<file path="config.mk">
export PLATFORM = sky130hd
export DESIGN_NAME = lcd_cmd_sequencer_flat
export DESIGN_NICKNAME = d
export VERILOG_FILES = /design/src/rtl/lcd_pkg.sv /design/src/rtl/lcd_cmd_sequencer_if.sv /design/src/rtl/lcd_cmd_fifo.sv /design/src/rtl/lcd_cmd_sequencer.sv /design/src/flat_wrapper.sv
export SDC_FILE = /design/constraint.sdc
export NUM_CORES = 1
export LEC_CHECK = 0
export ABC_AREA = 1
export CAP_MARGIN = 5
export CELL_PAD_IN_SITES_DETAIL_PLACEMENT = 1
export CELL_PAD_IN_SITES_GLOBAL_PLACEMENT = 2
export CORE_MARGIN = 1.5
export CORE_UTILIZATION = 37
export CTS_BUF_LIST = sky130_fd_sc_hd__clkbuf_4 sky130_fd_sc_hd__clkbuf_8
export DETAILED_ROUTE_END_ITERATION = 10
export PLACE_DENSITY_LB_ADDON = 0.1
export SLEW_MARGIN = 0
export SYNTH_ARGS = -nofsm -noshare
export SYNTH_HDL_FRONTEND = slang
export SYNTH_SLANG_ARGS = --single-unit
export TNS_END_PERCENT = 50
</file>
<file path="constraint.sdc">
create_clock -name clk -period 3.2 [get_ports clk]
set_input_delay 0.64 -clock clk [delete_from_list [all_inputs] [get_ports clk]]
set_output_delay 0.64 -clock clk [all_outputs]
set_load 0.01 [all_outputs]
</file>
<file path="src/rtl/lcd_pkg.sv">
// Shared definitions for the LCD command sequencer.
//   - opcode_t and the engine opcode values (OP_WRITE .. OP_MIRROR_Y, OP_LAST)
//   - seq_state_e: sequencer FSM state encoding
//   - op_is_reserved(): opcodes above OP_LAST are outside the engine's set
package lcd_pkg;

    typedef logic [3:0] opcode_t;

    localparam opcode_t OP_WRITE       = 4'd0;
    localparam opcode_t OP_INVERT      = 4'd1;
    localparam opcode_t OP_SHIFT_UP    = 4'd2;
    localparam opcode_t OP_SHIFT_DOWN  = 4'd3;
    localparam opcode_t OP_SHIFT_LEFT  = 4'd4;
    localparam opcode_t OP_SHIFT_RIGHT = 4'd5;
    localparam opcode_t OP_ZOOM_IN     = 4'd6;
    localparam opcode_t OP_ZOOM_OUT    = 4'd7;
    localparam opcode_t OP_ROT_LEFT    = 4'd8;
    localparam opcode_t OP_ROT_RIGHT   = 4'd9;
    localparam opcode_t OP_MIRROR_X    = 4'd10;
    localparam opcode_t OP_MIRROR_Y    = 4'd11;
    localparam opcode_t OP_LAST        = OP_MIRROR_Y;

    typedef enum logic [2:0] {
        StIdle     = 3'd0,
        StIssue    = 3'd1,
        StHold     = 3'd2,
        StWaitDone = 3'd3,
        StFin      = 3'd4
    } seq_state_e;

    function automatic logic op_is_reserved(opcode_t op);
        return op > OP_LAST;
    endfunction

endpackage

</file>
<file path="src/rtl/lcd_cmd_sequencer_if.sv">
// Host and engine signal bundle for lcd_cmd_sequencer.
//   slave  : sequencer side (consumes in_cmd/in_valid/lcd_busy/lcd_done, drives the rest)
//   master : host/engine side
// Signals: in_cmd, in_valid, in_ready, lcd_cmd, lcd_cmd_valid, lcd_busy, lcd_done,
//          seq_done, fifo_level, issue_cnt, and drop_cnt when LCD_SEQ_FILTER_EN is defined.
interface lcd_cmd_sequencer_if #(
    parameter int unsigned DEPTH = 8,
    parameter int unsigned CNT_W = 16
);
    import lcd_pkg::*;

    localparam int unsigned LVL_W = $clog2(DEPTH) + 1;

    opcode_t            in_cmd;
    logic               in_valid;
    logic               in_ready;
    opcode_t            lcd_cmd;
    logic               lcd_cmd_valid;
    logic               lcd_busy;
    logic               lcd_done;
    logic               seq_done;
    logic [LVL_W-1:0]   fifo_level;
    logic [CNT_W-1:0]   issue_cnt;
`ifdef LCD_SEQ_FILTER_EN
    logic [CNT_W-1:0]   drop_cnt;

    modport slave (
        input  in_cmd, in_valid, lcd_busy, lcd_done,
        output in_ready, lcd_cmd, lcd_cmd_valid, seq_done, fifo_level, issue_cnt, drop_cnt
    );

    modport master (
        output in_cmd, in_valid, lcd_busy, lcd_done,
        input  in_ready, lcd_cmd, lcd_cmd_valid, seq_done, fifo_level, issue_cnt, drop_cnt
    );
`else
    modport slave (
        input  in_cmd, in_valid, lcd_busy, lcd_done,
        output in_ready, lcd_cmd, lcd_cmd_valid, seq_done, fifo_level, issue_cnt
    );

    modport master (
        output in_cmd, in_valid, lcd_busy, lcd_done,
        input  in_ready, lcd_cmd, lcd_cmd_valid, seq_done, fifo_level, issue_cnt
    );
`endif

endinterface

</file>
<file path="src/rtl/lcd_cmd_fifo.sv">
// DEPTH x 4 synchronous opcode FIFO (DEPTH a power of 2, >= 2).
// Ports: clk, reset (sync, active-low), push, pop, din, dout (head, combinational read),
//        full, empty, level (occupancy, $clog2(DEPTH)+1 bits).
// Pointers wrap naturally; full/empty are derived from the occupancy counter.
// A push while full or a pop while empty is ignored.
module lcd_cmd_fifo
    import lcd_pkg::*;
#(
    parameter int unsigned DEPTH = 8
) (
    input  logic                       clk,
    input  logic                       reset,
    input  logic                       push,
    input  logic                       pop,
    input  opcode_t                    din,
    output opcode_t                    dout,
    output logic                       full,
    output logic                       empty,
    output logic [$clog2(DEPTH):0]     level
);

    localparam int unsigned PTR_W = $clog2(DEPTH);
    localparam int unsigned LVL_W = PTR_W + 1;

    opcode_t            mem_q [DEPTH];
    logic [PTR_W-1:0]   wr_ptr_q, wr_ptr_d;
    logic [PTR_W-1:0]   rd_ptr_q, rd_ptr_d;
    logic [LVL_W-1:0]   level_q, level_d;
    logic               push_ok;
    logic               pop_ok;

    assign full    = (level_q == LVL_W'(DEPTH));
    assign empty   = (level_q == '0);
    assign level   = level_q;
    assign dout    = mem_q[rd_ptr_q];
    assign push_ok = push && !full;
    assign pop_ok  = pop && !empty;

    always_comb begin
        wr_ptr_d = push_ok ? wr_ptr_q + PTR_W'(1) : wr_ptr_q;
        rd_ptr_d = pop_ok  ? rd_ptr_q + PTR_W'(1) : rd_ptr_q;
        level_d  = level_q;
        unique case ({push_ok, pop_ok})
            2'b10:   level_d = level_q + LVL_W'(1);
            2'b01:   level_d = level_q - LVL_W'(1);
            default: level_d = level_q;
        endcase
    end

    always_ff @(posedge clk) begin
        if (!reset) begin
            wr_ptr_q <= '0;
            rd_ptr_q <= '0;
            level_q  <= '0;
        end else begin
            wr_ptr_q <= wr_ptr_d;
            rd_ptr_q <= rd_ptr_d;
            level_q  <= level_d;
        end
    end

    // Storage needs no reset: an entry is only read after it has been written.
    always_ff @(posedge clk) begin
        if (push_ok) begin
            mem_q[wr_ptr_q] <= din;
        end
    end

endmodule

</file>
<file path="src/rtl/lcd_cmd_sequencer.sv">
// Command scheduler in front of the LCD image-processing engine.
// Host opcodes are queued in lcd_cmd_fifo and issued one at a time while the engine is
// not busy; lcd_cmd_valid pulses for one cycle and lcd_cmd is held afterwards. Once a
// Write (opcode 0) is accepted no further opcodes are taken; after it is issued the
// sequencer waits for lcd_done, raises seq_done and parks in StFin until reset.
// Ports: clk, reset (sync, active-low), bus (lcd_cmd_sequencer_if.slave).
// Optional: define LCD_SEQ_FILTER_EN to drop opcodes 12-15 at the FIFO head (counted in
// bus.drop_cnt) instead of issuing them.
module lcd_cmd_sequencer
    import lcd_pkg::*;
#(
    parameter int unsigned DEPTH = 8,
    parameter int unsigned CNT_W = 16
) (
    input  logic                clk,
    input  logic                reset,
    lcd_cmd_sequencer_if.slave  bus
);

    localparam int unsigned LVL_W = $clog2(DEPTH) + 1;

    seq_state_e         state_q, state_d;
    opcode_t            lcd_cmd_q, lcd_cmd_d;
    logic               lcd_cmd_valid_q, lcd_cmd_valid_d;
    logic               seq_done_q, seq_done_d;
    logic [CNT_W-1:0]   issue_cnt_q, issue_cnt_d;
    logic               write_queued_q, write_queued_d;

    opcode_t            fifo_dout;
    logic               fifo_full;
    logic               fifo_empty;
    logic [LVL_W-1:0]   fifo_level;
    logic               in_ready;
    logic               push;
    logic               pop;
    logic               head_drop;
    logic               issue_go;

    assign in_ready = !fifo_full && !write_queued_q && (state_q != StFin);
    assign push     = bus.in_valid && in_ready;

`ifdef LCD_SEQ_FILTER_EN
    logic [CNT_W-1:0]   drop_cnt_q, drop_cnt_d;

    // Reserved opcodes are discarded from the head without waiting for the engine.
    assign head_drop = (state_q == StIdle) && !fifo_empty && op_is_reserved(fifo_dout);
`else
    assign head_drop = 1'b0;
`endif

    assign issue_go = (state_q == StIdle) && !fifo_empty && !head_drop && !bus.lcd_busy;

    lcd_cmd_fifo #(
        .DEPTH (DEPTH)
    ) u_fifo (
        .clk   (clk),
        .reset (reset),
        .push  (push),
        .pop   (pop),
        .din   (bus.in_cmd),
        .dout  (fifo_dout),
        .full  (fifo_full),
        .empty (fifo_empty),
        .level (fifo_level)
    );

    // State register.
    always_ff @(posedge clk) begin
        if (!reset) begin
            state_q <= StIdle;
        end else begin
            state_q <= state_d;
        end
    end

    // Next-state logic.
    always_comb begin
        state_d = state_q;
        unique case (state_q)
            StIdle:     if (issue_go) state_d = StIssue;
            StIssue:    state_d = (lcd_cmd_q == OP_WRITE) ? StWaitDone : StHold;
            StHold:     state_d = StIdle;
            StWaitDone: if (bus.lcd_done) state_d = StFin;
            StFin:      state_d = StFin;
            default:    state_d = StIdle;
        endcase
    end

    // Output / datapath next values.
    always_comb begin
        lcd_cmd_d       = lcd_cmd_q;
        lcd_cmd_valid_d = 1'b0;
        seq_done_d      = seq_done_q;
        issue_cnt_d     = issue_cnt_q;
        pop             = 1'b0;
        write_queued_d  = write_queued_q || (push && (bus.in_cmd == OP_WRITE));
`ifdef LCD_SEQ_FILTER_EN
        drop_cnt_d      = drop_cnt_q;
`endif
        unique case (state_q)
            StIdle: begin
                if (issue_go) begin
                    lcd_cmd_d       = fifo_dout;
                    lcd_cmd_valid_d = 1'b1;
                    pop             = 1'b1;
                end else if (head_drop) begin
                    pop = 1'b1;
`ifdef LCD_SEQ_FILTER_EN
                    if (drop_cnt_q != '1) begin
                        drop_cnt_d = drop_cnt_q + CNT_W'(1);
                    end
`endif
                end
            end
            StIssue: begin
                if (issue_cnt_q != '1) begin
                    issue_cnt_d = issue_cnt_q + CNT_W'(1);
                end
            end
            StWaitDone: begin
                if (bus.lcd_done) begin
                    seq_done_d = 1'b1;
                end
            end
            default: ;
        endcase
    end

    always_ff @(posedge clk) begin
        if (!reset) begin
            lcd_cmd_q       <= OP_WRITE;
            lcd_cmd_valid_q <= 1'b0;
            seq_done_q      <= 1'b0;
            issue_cnt_q     <= '0;
            write_queued_q  <= 1'b0;
        end else begin
            lcd_cmd_q       <= lcd_cmd_d;
            lcd_cmd_valid_q <= lcd_cmd_valid_d;
            seq_done_q      <= seq_done_d;
            issue_cnt_q     <= issue_cnt_d;
            write_queued_q  <= write_queued_d;
        end
    end

`ifdef LCD_SEQ_FILTER_EN
    always_ff @(posedge clk) begin
        if (!reset) begin
            drop_cnt_q <= '0;
        end else begin
            drop_cnt_q <= drop_cnt_d;
        end
    end

    assign bus.drop_cnt = drop_cnt_q;
`endif

    assign bus.in_ready      = in_ready;
    assign bus.lcd_cmd       = lcd_cmd_q;
    assign bus.lcd_cmd_valid = lcd_cmd_valid_q;
    assign bus.seq_done      = seq_done_q;
    assign bus.fifo_level    = fifo_level;
    assign bus.issue_cnt     = issue_cnt_q;

endmodule

</file>
<file path="src/flat_wrapper.sv">
// flat-port wrapper written by rule: the top's interface ports become plain ports
module lcd_cmd_sequencer_flat import lcd_pkg::*;
#(
    parameter int unsigned DEPTH = 8,
    parameter int unsigned CNT_W = 16
)
  (clk, reset, bus_in_cmd, bus_in_valid, bus_lcd_busy, bus_lcd_done, bus_in_ready, bus_lcd_cmd, bus_lcd_cmd_valid, bus_seq_done, bus_fifo_level, bus_issue_cnt);
  lcd_cmd_sequencer_if #(.DEPTH(DEPTH), .CNT_W(CNT_W)) bus_i ();
  input  logic clk;
  input  logic reset;
  input wire logic [$bits(bus_i.in_cmd)-1:0] bus_in_cmd;
  input wire logic [$bits(bus_i.in_valid)-1:0] bus_in_valid;
  input wire logic [$bits(bus_i.lcd_busy)-1:0] bus_lcd_busy;
  input wire logic [$bits(bus_i.lcd_done)-1:0] bus_lcd_done;
  output wire logic [$bits(bus_i.in_ready)-1:0] bus_in_ready;
  output wire logic [$bits(bus_i.lcd_cmd)-1:0] bus_lcd_cmd;
  output wire logic [$bits(bus_i.lcd_cmd_valid)-1:0] bus_lcd_cmd_valid;
  output wire logic [$bits(bus_i.seq_done)-1:0] bus_seq_done;
  output wire logic [$bits(bus_i.fifo_level)-1:0] bus_fifo_level;
  output wire logic [$bits(bus_i.issue_cnt)-1:0] bus_issue_cnt;
  assign bus_i.in_cmd = bus_in_cmd;
  assign bus_i.in_valid = bus_in_valid;
  assign bus_i.lcd_busy = bus_lcd_busy;
  assign bus_i.lcd_done = bus_lcd_done;
  assign bus_in_ready = bus_i.in_ready;
  assign bus_lcd_cmd = bus_i.lcd_cmd;
  assign bus_lcd_cmd_valid = bus_i.lcd_cmd_valid;
  assign bus_seq_done = bus_i.seq_done;
  assign bus_fifo_level = bus_i.fifo_level;
  assign bus_issue_cnt = bus_i.issue_cnt;
  lcd_cmd_sequencer #(.DEPTH(DEPTH), .CNT_W(CNT_W)) u_core (.clk(clk), .reset(reset), .bus(bus_i));
endmodule
</file>
* Word level (Yosys, flattened, before mapping)
Memory sizes are Yosys's and may differ from the RTL's. A register that Yosys moved wholly into a read port is not among the register bits. Index checks and enable logic that the tools add are counted.
Word-level totals: output and inout bits 27, flip-flop bits (word level) 32, RAM bits 32, memories kept 1, input bits 9, word-level logic and storage cells 56
Memory list:
- u_core.u_fifo.mem_q | depth 8, bits a word 4, read ports 1, clocked after Yosys merged registers in 1, wr ports 1, RTL line lcd_cmd_fifo.sv:25 | opcode_t mem_q [DEPTH];
Cells by class: $add $sub $neg 5, reductions and logical operators 23, eq/ne operators 10, multiplexer cells 9
Operators by type and width (number):
- 16-bit by 1-bit adder with 16-bit output (second input constant) | 1
- 16-bit != test (second input constant) | 1
- 4-bit logical NOT | 3
- 3-bit case mux with 4 select lines | 1
- 1-bit logical AND | 8
- 4-bit case mux with 2 select lines | 1
- 2-bit AND reduction | 4
- 3-bit by 1-bit adder with 3-bit output (second input constant) | 2
- 3-bit 2-to-1 mux | 2
- 1-bit logical NOT | 5
- 1-bit 2-to-1 mux | 5
- 4-bit by 1-bit adder with 4-bit output (second input constant) | 1
- 4-bit equality test (second input constant) | 1
- 4-bit by 1-bit subtractor with 4-bit output (second input constant) | 1
- 3-bit by 1-bit equality test with 1-bit output (second input constant) | 1
- 3-bit by 2-bit equality test with 1-bit output (second input constant) | 1
- 3-bit equality test (second input constant) | 1
- 3-bit logical NOT | 1
- 3-bit != test (second input constant) | 1
- 2-bit by 1-bit equality test with 1-bit output (second input constant) | 1
- 2-bit equality test (second input constant) | 1
- 2-bit by 1-bit != test with 1-bit output (second input constant) | 1
- 2-bit != test (second input constant) | 1
- 2-bit nonzero test | 1
- 1-bit logical OR | 1

* Logic depth before layout (Yosys ltp)
depth after elaboration 9, mapped depth 14

* Hierarchy
Synthesis repeated with hierarchy kept, for this count alone.
Unflattened totals: cells, all modules 379, area total of the unflattened synthesis 3293.2 µm²
Modules (own cells, without submodules):
- lcd_cmd_fifo | instances 1, cells each 187, area an instance 1968.1 µm², sequential area each 1221.2 µm²
- lcd_cmd_sequencer | instances 1, cells each 192, area an instance 1325.0 µm², sequential area each 520.5 µm²

* Worst setup path before layout
OpenSTA, ideal clock, no wires.
path kind register to register, from reg u_core.u_fifo.level_q[0] (netlist: u_core.u_fifo.level[0]), to reg u_core.u_fifo.level_q[3] (netlist: u_core.u_fifo.level[3]), period minus slack after synthesis 2.061 ns, data required time 3.130 ns, library setup time 0.070 ns, path buffers 0, arrival 1.991 ns, setup slack 1.139 ns, cell stages (with the launch flop) 14, path through dfxtp_1 -> nor2_1 -> nand3_1 -> nand2_1 -> nor2_4 -> nand2_4 -> ha_1 -> ha_1 -> or2_1 -> nand2_1 -> nand2b_1 -> nand2_1 -> nand2_1 -> a21oi_1
On the way: elaborated cells between the ends (all ways) 19, those cells by class add/sub (2); eq/ne (3); mux (3); reduce/logical (11)
RTL lines:
- start: declaration | RTL line lcd_cmd_fifo.sv:28 | logic [LVL_W-1:0] level_q, level_d;
- start signal: assignment | RTL line lcd_cmd_fifo.sv:58 | level_q <= level_d;
- 4-bit equality test (*) | RTL line lcd_cmd_fifo.sv:32 | assign full = (level_q == LVL_W'(DEPTH));
- 1-bit logical NOT (*) | RTL line lcd_cmd_sequencer.sv:39 | assign in_ready = !fifo_full && !write_queued_q && (state_q != StFin);
- 1-bit logical AND (*) (2 in series) | RTL line lcd_cmd_sequencer.sv:39
- net bus_in_ready | RTL line flat_wrapper.sv:15 | output wire logic [$bits(bus_i.in_ready)-1:0] bus_in_ready;
- 1-bit logical AND (*) | RTL line lcd_cmd_sequencer.sv:40 | assign push = bus.in_valid && in_ready;
- 1-bit logical AND (*) | RTL line lcd_cmd_fifo.sv:36 | assign push_ok = push && !full;
- 2-bit by 1-bit equality test with 1-bit output / 2-bit equality test (equally long branches) | RTL line lcd_cmd_fifo.sv:43 | unique case ({push_ok, pop_ok})
- 4-bit case mux with 2 select lines / 2-bit nonzero test (equally long branches)
Mark *: on every way through the listed nets, which the timed path passes. The rest lies on a longest branch. A chain may end at the register's enable or synchronous reset.

* Worst setup path after layout
from reg u_core.u_fifo.level_q[0] (netlist: u_core.u_fifo.level[0]), to out bus_in_ready
On the way: longest elaborated chain between the ends 4
RTL lines (RTL line):
- 4-bit equality test | lcd_cmd_fifo.sv:32
- 1-bit logical NOT | lcd_cmd_sequencer.sv:39
- 1-bit logical AND (2 in series) | lcd_cmd_sequencer.sv:39
- end: declaration | flat_wrapper.sv:15
Every way passes these cells.

==> reports/qor.log <==
[yosys] sequential element share of the synthesized area 50.1%
[floorplanning] standard-cell row count 34
[yosys] most frequently used cell type in the post-synthesis netlist sky130_fd_sc_hd__nand2_1
[clocking] TritonCTS Buffers 9
[floorplanning] Horiz. Die Dim 98.2 um
[yosys] share of flip-flops with an asynchronous set or reset after synthesis 0%
[global_routing] GR Overflow Total 0
[drt] drt first-iter violations 90
[sta] setup clock skew after layout 0.0127 ns
[place] total placed instance area 0.00380 mm^2
[yosys] flip-flop and latch count after synthesis 68
[finish] layout cells sized above 1 10.2%
[pwr] internal cell power 1710 uW
[worst_setup_path] cell class contributing the biggest share of worst-path delay buffers and inverters
[yosys] cell area after synthesis 0.00336 mm^2
[yosys] Yosys Warn Count 0
[finish] final design instance area without fill 0.00400 mm^2
[pwr] Power per Cell Area 673 mW/mm^2
[floorplanning] Top-Level Pins 36
[pwr] sequential group share of total power 42.8%
[global_routing] via count of the first global-routing pass 2892
[clocking] Worst-path clk slew 0.08 ns
[clocking] CTS tree yes
[finish] fin nets 472
[clocking] CTS root buffer sky130_fd_sc_hd__clkbuf_8
[sta] worst hold slack after final layout 0.470 ns
[worst_setup_path] buffer and inverter count on the worst path 1
[sta] setup repair after global routing missed its margin no
[drt] vias per std cell 4.93
[drt] Pre-Repair DR Iteration Count 4
[sta] total count of max-transition violations in the final report 0
[yosys] library cells used by synthesis 35
[sta] crit path time final 2.45 ns
[sta] FMAX 409 MHz
[worst_setup_path] data required time at the worst endpoint 2.56 ns
[yosys] largest area contributor in the synthesized netlist sky130_fd_sc_hd__edfxtp_1
[pwr] clock power share 26.9%
[clocking] CTS hold repair buffers 0
[clocking] quantity of gates resized following cts 0
[yosys] Synth Net Count 433
[place] number of buffers inserted by port buffering 35
[floorplanning] Starting Density 38.3%
[pwr] fraction of power spent switching nets 36.4%
[worst_setup_path] Critical Path Sink Type output port
[job] count of maximum capacitance violations 0
[pwr] Total Power Consumption 2690 uW
[clocking] number of buffers added for setup after CTS 0
[floorplanning] floorplan core area 0.00876 mm^2
[drt] vias after detailed routing 2805
[place] GPL Wtd Cong 0.809
[drt] Metal-1 WL 4.43 mm
[finish] utilization after layout 45.6%
[worst_setup_path] cell type of the slowest stage on the worst timing path sky130_fd_sc_hd__clkdlybuf4s50_1
[pwr] Comb pwr share 30.4%
[worst_setup_path] crit-path max FO 6
[yosys] synthesized area divided by synthesized cell count 8.05 um^2
[worst_setup_path] data arrival time of the critical path 1.81 ns
[worst_setup_path] cells along the critical path nor2_1, nand3_1, nand2_1, nor2_4, clkdlybuf4s50_1
[drt] met2 wire length 3.90 mm
[sta] Worst-Margin Slew 0.812 ns
[pwr] reported leakage power 0.00162 uW
[drt] remaining routing DRC violations 0
[yosys] share of the synthesized area in the top cell type 28.6%
[finish] area added between synthesis and finish 19.2%
[yosys] EDFF count, synth 32
[worst_setup_path] kind of start point of the critical path register
[drt] wire length per cell after detailed routing 15.1 um
[sta] Final period util 76.5%
[yosys] number of cells produced by synthesis 417
[worst_hold_path] Hold Path Class reg -> reg
[sta] relative slew slack 45.4%
[drt] remaining number of nets flagged by the antenna check after routing 0
[global_routing] first-pass GRT wire length 14.4 mm
[clocking] Skew-Pair Late Insertion Delay 0.34 ns
[drt] met3 wire len 173 um
[yosys] Primary FF master, synth sky130_fd_sc_hd__dfxtp_1
[pwr] largest vdd supply drop 0.000327 V
[worst_setup_path] Critical Path Max Stage Delay 0.57 ns
[place] detailed placer's ending HPWL 6.43 mm
[clocking] Clock H-tree levels 3
[yosys] leading post-synthesis cells by cell area sky130_fd_sc_hd__edfxtp_1 (29%), sky130_fd_sc_hd__dfxtp_1 (21%), sky130_fd_sc_hd__nand2_1 (13%)
[drt] drt total wl 8.61 mm
[sta] Setup violations, final 0
[clocking] clock tree sinks 68
[global_routing] initial antenna violation count 0
[sta] Fin Setup TNS 0 ns
[outcome] run status completed
[floorplanning] Die Outline Area 0.00965 mm^2
[clocking] worst-case clock buffer depth 2
[global_routing] largest net degree at the start of global routing 21
[worst_setup_path] crit path kind reg -> out
[pwr] Switch Pwr 980 uW
[yosys] most frequent cells after synthesis sky130_fd_sc_hd__nand2_1 (120), sky130_fd_sc_hd__nor2_1 (50), sky130_fd_sc_hd__inv_1 (39), sky130_fd_sc_hd__nand3_1 (37), sky130_fd_sc_hd__dfxtp_1 (36)
[finish] diode insertion count for antenna repair 0
[global_routing] global routing usage summed across all routing layers 19.1%
[sta] Final Hold Violating Endpoints 0
[floorplanning] Die Y-Extent 98.2 um
[drt] uppermost layer routed met4
area by class of cell:
cell class / count / area, um^2
timing repair buffer: 37 / 365
clock buffer: 10 / 138
tap: 108 / 135
inverter: 45 / 174
clock inverter: 6 / 62.6
sequential: 68 / 1680
multi-input combinational: 295 / 1440
fill: 1074 / 4760
sequential cells by signal, summed over array words and instances (netlist names):
| register | count |
|---|---|
| u_core.bus.lcd_cmd | 4 |
| u_core.u_fifo.wr_ptr_q | 3 |
| u_core.state_q | 3 |
| u_core.u_fifo.level | 4 |
| u_core.bus.seq_done | 1 |
| u_core.u_fifo.mem_q | 32 |
| u_core.write_queued_q | 1 |
| u_core.bus.issue_cnt | 16 |
| u_core.bus.lcd_cmd_valid | 1 |
| u_core.u_fifo.rd_ptr_q | 3 |
path summary, 6_finish.rpt:
path         cells past startpoint                      to  slack [ns]                   start
max                              5            bus_in_ready        0.75  u_core.u_fifo.level[0]
min                              2   u_core.write_queued_q        0.47   u_core.write_queued_q
max reg2reg                     13  u_core.u_fifo.level[3]        0.92  u_core.u_fifo.level[0]
min reg2reg                      2   u_core.write_queued_q        0.47   u_core.write_queued_q
power groups by stage:
stage	Combinational, uW	Clock [uW]	Sequential (uW)
global route	946	777	1170
CTS	832	742	1150
global placement	800	0	1170
detailed placement	826	0	1170
finish	818	723	1150
floorplan	586	0	1110
layout by cell type, fill, tap and decap left out, types with 8 or more instances in the layout:
cell	n
sky130_fd_sc_hd__a21oi_1	27
sky130_fd_sc_hd__clkbuf_8	10
sky130_fd_sc_hd__clkdlybuf4s50_1	35
sky130_fd_sc_hd__dfxtp_1	36
sky130_fd_sc_hd__edfxtp_1	32
sky130_fd_sc_hd__inv_1	39
sky130_fd_sc_hd__nand2_1	120
sky130_fd_sc_hd__nand3_1	37
sky130_fd_sc_hd__nor2_1	50
sky130_fd_sc_hd__nor2_2	8
sky130_fd_sc_hd__o21ai_0	9
through the flow:
stage / worst slack (ns) / instances
2_1_floorplan: 1.14 / 417
4_1_cts: 0.730 / 569
6_report: 0.753 / 569
3_5_place_dp: 0.541 / 553
3_3_place_gp: 0.631 / 553
5_1_grt: 0.624 / 569
metal layers:
metal | global-route usage [%] | up-vias
li1 | - | 1430
met1 | 26.2 | 1338
met2 | 30.7 | 30
met3 | 3.15 | 7
met4 | 6.83 | 0
met5 | 0 | -
tightest hold or removal path, delay by kind of cell, from the launching register on:
family | cells | cell delay (ns)
DFF | 1 | 0.30
buffers and inverters | 1 | 0.06
AOI/OAI and AO/OA | 1 | 0.06
cell families (layout without fill, tap and decap cells):
| logic type | Yosys count | count (layout) | share of synthesized area (%) |
|---|---|---|---|
| AND/OR/NAND/NOR | 247 | 247 | 33.6 |
| flip-flops | 68 | 68 | 50.1 |
| buffers and inverters | 54 | 98 | 6.90 |
| AO/OA/AOI/OAI | 38 | 38 | 5.82 |
| adder cells (fa/ha/maj) | 7 | 7 | 2.83 |
| XOR/XNOR | 3 | 3 | 0.783 |
No activity file was read; power rests on OpenSTA's default activity.
